### config.mk
export PLATFORM = sky130hd
export DESIGN_NAME = disp_scheduler
export DESIGN_NICKNAME = d
export VERILOG_FILES = /design/src/rtl/disp_scheduler_pkg.sv /design/src/rtl/disp_scheduler_rr_arbiter.sv /design/src/rtl/disp_scheduler.sv
export SDC_FILE = /design/constraint.sdc
export NUM_CORES = 1
export LEC_CHECK = 0
export ABC_CLOCK_PERIOD_IN_PS = 2500
export BUFFER_PORTS_ARGS = -buffer_cell sky130_fd_sc_hd__buf_4
export CAP_MARGIN = 20
export CORE_ASPECT_RATIO = 1.4
export CORE_MARGIN = 2
export CORE_UTILIZATION = 30
export CTS_CLUSTER_SIZE = 40
export DETAILED_ROUTE_END_ITERATION = 16
export PLACE_DENSITY = 0.58
export SYNTH_ARGS = -nofsm -noshare
export SYNTH_HDL_FRONTEND = slang
export SYNTH_SLANG_ARGS = --single-unit
export TNS_END_PERCENT = 50
### constraint.sdc
create_clock -name clk -period 2.5 [get_ports clk]
set_clock_uncertainty 0.15 [all_clocks]
set_input_delay 0.25 -clock clk [delete_from_list [all_inputs] [get_ports clk]]
set_output_delay 0.25 -clock clk [all_outputs]
set_load 0.005 [all_outputs]
### src/rtl/disp_scheduler_pkg.sv
// Shared display constants and FSM state type for the multiplexed 4-digit display.
package disp_pkg;

  localparam int unsigned NUM_DIGITS = 4;

  localparam logic [3:0] DIG_EN0 = 4'b1110;
  localparam logic [3:0] DIG_EN1 = 4'b1101;
  localparam logic [3:0] DIG_EN2 = 4'b1011;
  localparam logic [3:0] DIG_EN3 = 4'b0111;
  localparam logic [3:0] DIG_OFF = 4'b1111;

  typedef enum logic {
    IDLE,
    SHOW
  } state_t;

  function automatic logic [3:0] dig_en(input logic [1:0] idx);
    case (idx)
      2'd0:    return DIG_EN0;
      2'd1:    return DIG_EN1;
      2'd2:    return DIG_EN2;
      default: return DIG_EN3;
    endcase
  endfunction

endpackage

### src/rtl/disp_scheduler_rr_arbiter.sv
// Combinational round-robin arbiter: searches from last+1 and wraps back to last itself.
module rr_arbiter #(
  parameter int unsigned NUM_SRC = 4
) (
  input  logic [NUM_SRC-1:0] req,
  input  logic [1:0]         last,
  output logic               grant_valid,
  output logic [1:0]         grant_idx
);

  logic [3:0]  req_pad;
  logic [1:0]  c;
  int unsigned cand;

  assign req_pad = 4'(req);

  always_comb begin
    grant_valid = 1'b0;
    grant_idx   = last;
    cand        = 0;
    c           = '0;
    for (int unsigned k = 1; k <= NUM_SRC; k++) begin
      cand = (32'(last) + k) % NUM_SRC;
      c    = 2'(cand);
      if (!grant_valid && req_pad[c]) begin
        grant_valid = 1'b1;
        grant_idx   = c;
      end
    end
  end

endmodule

### src/rtl/disp_scheduler.sv
// Round-robin sharing of the 4-digit seven-segment display between result producers.
// Optional anti-ghosting blank at each digit slot start: define DISP_BLANK_EN.
module disp_scheduler #(
  parameter int unsigned NUM_SRC     = 4,
  parameter int unsigned SCAN_DIV    = 50000,
  parameter int unsigned HOLD_FRAMES = 256,
  parameter int unsigned BLANK_CYC   = 2
) (
  input  logic                   clk,
  input  logic                   rst_n,
  input  logic [NUM_SRC-1:0]     src_valid,
  input  logic [16*NUM_SRC-1:0]  src_data,
  output logic [NUM_SRC-1:0]     src_ack,
  output logic [3:0]             enable,
  output logic [3:0]             bcd,
  output logic                   dp,
  output logic [1:0]             active_src,
  output logic                   busy
);
  import disp_pkg::*;

  localparam int unsigned CNT_W  = $clog2(SCAN_DIV) + 1;
  localparam int unsigned HOLD_W = $clog2(HOLD_FRAMES) + 1;
  localparam int unsigned IDX_W  = $clog2(NUM_DIGITS);
`ifdef DISP_BLANK_EN
  localparam bit BLANK_ON = 1'b1;
`else
  localparam bit BLANK_ON = 1'b0;
`endif

  state_t            state, state_d;
  logic [CNT_W-1:0]  cnt;
  logic [IDX_W-1:0]  idx;
  logic [HOLD_W-1:0] hold;
  logic [15:0]       word;
  logic              tick, frame_end, blank;
  logic              grant_valid, do_grant, hold_inc;
  logic [1:0]        grant_idx;
  logic [3:0]        valid_pad;
  logic [63:0]       data_pad;

  assign tick      = (cnt == CNT_W'(SCAN_DIV - 1));
  assign frame_end = tick && (idx == IDX_W'(NUM_DIGITS - 1));
  assign blank     = BLANK_ON && (cnt < CNT_W'(BLANK_CYC));
  assign valid_pad = 4'(src_valid);
  assign data_pad  = 64'(src_data);
  assign busy      = (state == SHOW);

  rr_arbiter #(.NUM_SRC(NUM_SRC)) u_arb (
    .req         (src_valid),
    .last        (active_src),
    .grant_valid (grant_valid),
    .grant_idx   (grant_idx)
  );

  always_ff @(posedge clk) begin
    if (!rst_n) state <= IDLE;
    else        state <= state_d;
  end

  // All decisions happen only on frame_end, so the shown word never tears mid-scan.
  always_comb begin
    state_d  = state;
    do_grant = 1'b0;
    hold_inc = 1'b0;
    if (frame_end) begin
      case (state)
        IDLE: begin
          if (grant_valid) begin
            do_grant = 1'b1;
            state_d  = SHOW;
          end
        end
        SHOW: begin
          if (hold == HOLD_W'(HOLD_FRAMES - 1) || !valid_pad[active_src]) begin
            if (grant_valid) do_grant = 1'b1;
            else             state_d  = IDLE;
          end else begin
            hold_inc = 1'b1;
          end
        end
        default: state_d = IDLE;
      endcase
    end
  end

  always_ff @(posedge clk) begin
    if (!rst_n) begin
      cnt        <= '0;
      idx        <= '0;
      hold       <= '0;
      word       <= '0;
      active_src <= '0;
      src_ack    <= '0;
      enable     <= DIG_OFF;
      bcd        <= '0;
      dp         <= 1'b1;
    end else begin
      cnt     <= tick ? '0 : cnt + 1'b1;
      src_ack <= '0;
      if (tick) idx <= idx + 1'b1;
      if (do_grant) begin
        word       <= data_pad[{grant_idx, 4'b0000} +: 16];
        src_ack    <= NUM_SRC'(4'b0001 << grant_idx);
        active_src <= grant_idx;
        hold       <= '0;
      end else if (hold_inc) begin
        hold <= hold + 1'b1;
      end
      enable <= (state == SHOW && !blank) ? dig_en(idx) : DIG_OFF;
      bcd    <= word[{idx, 2'b00} +: 4];
      dp     <= !(state == SHOW && idx == active_src);
    end
  end

endmodule

==> results.txt <==
The count of flip-flops with a built-in enable after synthesis came out at 0. The setup path with the least slack is of type flip-flop to flip-flop. The areal power density over the cells came out at 558 nW/um^2. The TritonCTS sink count came out at 60.

Setup repair after global routing left no endpoint under its margin. The vertical die dimension is 124 um. The final count of pins violating max slew came to 0. The number of antenna cells inserted came out at 0.

The share of the synthesized area in the top cell type is 0.387. The leakage power is 1.83 nW. The core box area is 10000 um^2. The chip width came out at 90.0 um. The slack of the worst reg-to-reg path came out at 0.15 ns.

Among all flip-flop cells after synthesis, the most frequent one is dfxtp_1. The routed length on met1 is 2940 um. Dividing the final minimum period by the clock period gives 0.938. Final hold analysis gives a worst-case slack of 0.0815 ns.

Using the TritonRoute via totals, the vias-per-cell ratio works out to 4.76. In this run, synthesis produced a sequential element count of 60. Counting I/O delays and the setup requirement, the final critical path takes 2.35 ns. TritonCTS built the clock tree.

Summed over all instances, the cell type with the most area after synthesis is dfxtp_1. The element type at the critical path start is a flip-flop. The global placement routability congestion came out at 0.804. The number of nets produced by synthesis is 397. Synthesis handed over a netlist of 319 instances. No sink is reached through more buffers than the 2 on the longest clock path. The detailed placement HPWL is 5640 um.

The average routed wire per standard cell came out at 12.9 um. The final standard cell count with taps included and fillers excluded came out at 560. The number of setup violations in the final report is 0.

In the routed design, unresolved DRC markers number 0. The clock buffer count from CTS came out at 9. The number of antenna violations at the first check in global routing is 0.

The design area came out at 4360 um^2. The die covers 11200 um^2. The via count of the first global-routing pass came out at 2678. The total length of routed met2 wires is 3690 um. The initial utilization of the core area, before any placement, comes to 0.310. The number of failing hold endpoints at the final stage came out at 0. The root buffer cell chosen for the clock tree is clkbuf_16.

The min-delay analysis places its worst path in the category primary input to flip-flop. The remaining max-slew budget at the tightest pin came out at 0.683. The top routing layer in use is met4. After detailed placement, the total cell area comes to 4050 um^2. Across every metal layer, demand over resource in global routing totals 0.137. The number of placed instances with taps included came out at 545. Of the cells placed in the final design, the portion with a size suffix greater than 1 is 0.313. The number of different library cells in the post-synthesis netlist is 48. The global-route wire length before repair is 12400 um.

STA classifies the critical path endpoint as a flip-flop. The flow ran to the end, and the final reports show no timing, DRC or antenna violations. The mapped netlist covers 3110 um^2. The number of DRC markers after the initial detailed-route iteration came out at 95. The utilization after layout is 0.436.

In the layout the commonest cells are buf_4 (103), dfxtp_1 (60), mux2i_1 (50). At the pin with the least slew margin, the transition time is 0.472 ns. The detail route stage leaves a number of antenna-violating nets equal to 0. The biggest fanout along the worst timing path came out at 16. At the worst endpoint, the required time is 2.57 ns. During I/O placement, the number of pins put on the boundary was 86.

The highest clock rate is 0.426 GHz. The post-route total power came out at 2.43 mW. The number of warnings printed during yosys synthesis came out at 0.

Once the clock tree was built, the resizer swapped 0 gates to a different size. The portion of the post-synthesis area used by sequential elements is 0.387. The cts-stage hold buffer count is 0. At the placement stage, the worst setup path has a slack of 0.102 ns. By area the synthesized netlist is led by dfxtp_1 (39%), mux2i_1 (16%), a22o_1 (4.5%).

Entering global routing, the biggest net connects 37 pins. After clock tree synthesis, the setup repair step added 0 buffers. Clock-pin slew was measured on the worst setup and hold paths at 0.05 ns.

The worst-case IR drop observed on VDD is 0.252 mV. The met3 wirelength from detailed routing is 477 um. The total congestion overflow is 0. The data arrival time of the critical path is 2.41 ns.

The final layout contains 499 nets. The count of buffers inserted at the top-level ports came out at 85. The total negative setup slack is 0 ns. The synthesized area per cell came out at 9.74 um^2.

The later pin in the worst-skew pair is clocked with a latency of 0.33 ns. Across all layers, the routed design uses 2665 vias. The share of synthesized registers carrying an async set or reset came out at 0. The placement row count came out at 43. The H-tree depth is 3. The worst path setup slack after routing is 0.154 ns.

From synthesis to final layout, the design area changed by 40.5%. The aggregate routed wire length came out at 7200 um. The count of maximum capacitance violations is 0. The length of the first detailed-routing pass in iterations is 4.

The library cell used most frequently in the layout, excluding fill and tap cells, is buf_4.
## Yosys cell counts (all sizes together) (5+ instances only)
| cell | n |
|---|---|
| dfxtp | 60 |
| xnor2 | 7 |
| nand3 | 13 |
| nor2 | 28 |
| ha | 8 |
| a21oi | 9 |
| mux2i | 50 |
| and3 | 7 |
| a22o | 16 |
| inv | 9 |
| clkbuf | 7 |
| or3 | 5 |
| nor3 | 11 |
| and2 | 5 |
| or4 | 6 |
| buf | 7 |
| nand2 | 10 |
| mux4 | 5 |
| xor2 | 9 |
| o21ai | 8 |
## worst paths after layout
kind / startpoint / end / cells after the start
worst max-delay path: cnt[12] / word[13] / 6
worst min register to register: word[12] / word[12] / 1
worst min-delay path: rst_n / enable[3] / 2
worst max register to register: cnt[12] / word[13] / 6
## report_power, final
part	switching [mW]	internal (mW)	leakage [nW]
Sequential	0.00310	0.963	0.484
Combinational	0.0934	0.136	1.19
Clock	0.393	0.846	0.149
Total	0.489	1.94	1.83
## sequential cells by signal, summed over array words and instances (netlist names)
register    count
cnt            17
word           16
hold            9
bcd             4
enable          4
src_ack         4
active_src      2
idx             2
busy            1
dp              1
## cell families after synthesis
| family | Yosys count | synth area share |
|---|---|---|
| AND/OR/NAND/NOR | 104 | 0.187 |
| flip-flops | 60 | 0.387 |
| multiplexers | 55 | 0.197 |
| AO/OA/AOI/OAI | 52 | 0.118 |
| buffers and inverters | 24 | 0.0334 |
| XOR/XNOR | 16 | 0.0451 |
| adder cells (fa/ha/maj) | 8 | 0.0322 |
## area by class of cell
cell class / count / area, um^2
inverters: 10 / 37.5
flip-flops and latches: 60 / 1200
clock inverters: 1 / 30.0
well taps: 135 / 169
clock buffers: 14 / 274
fillers: 1003 / 5640
repair buffers: 105 / 813
multi-input cells: 235 / 1840
## critical path: stages, from the launching register on
cell and delay, ns:
dfxtp_1 0.30, or4b_1 0.55, or4_4 0.49, nor4_4 0.26, nor2_2 0.05, buf_4 0.19, a22o_1 0.24
## per-layer routing
| metal | GRT usage | vias to the layer above |
|---|---|---|
| li1 | - | 1383 |
| met1 | 0.148 | 1191 |
| met2 | 0.244 | 82 |
| met3 | 0.0478 | 9 |
| met4 | 0.0543 | 0 |
| met5 | 0 | - |
Power figures use the tool's default switching activity.
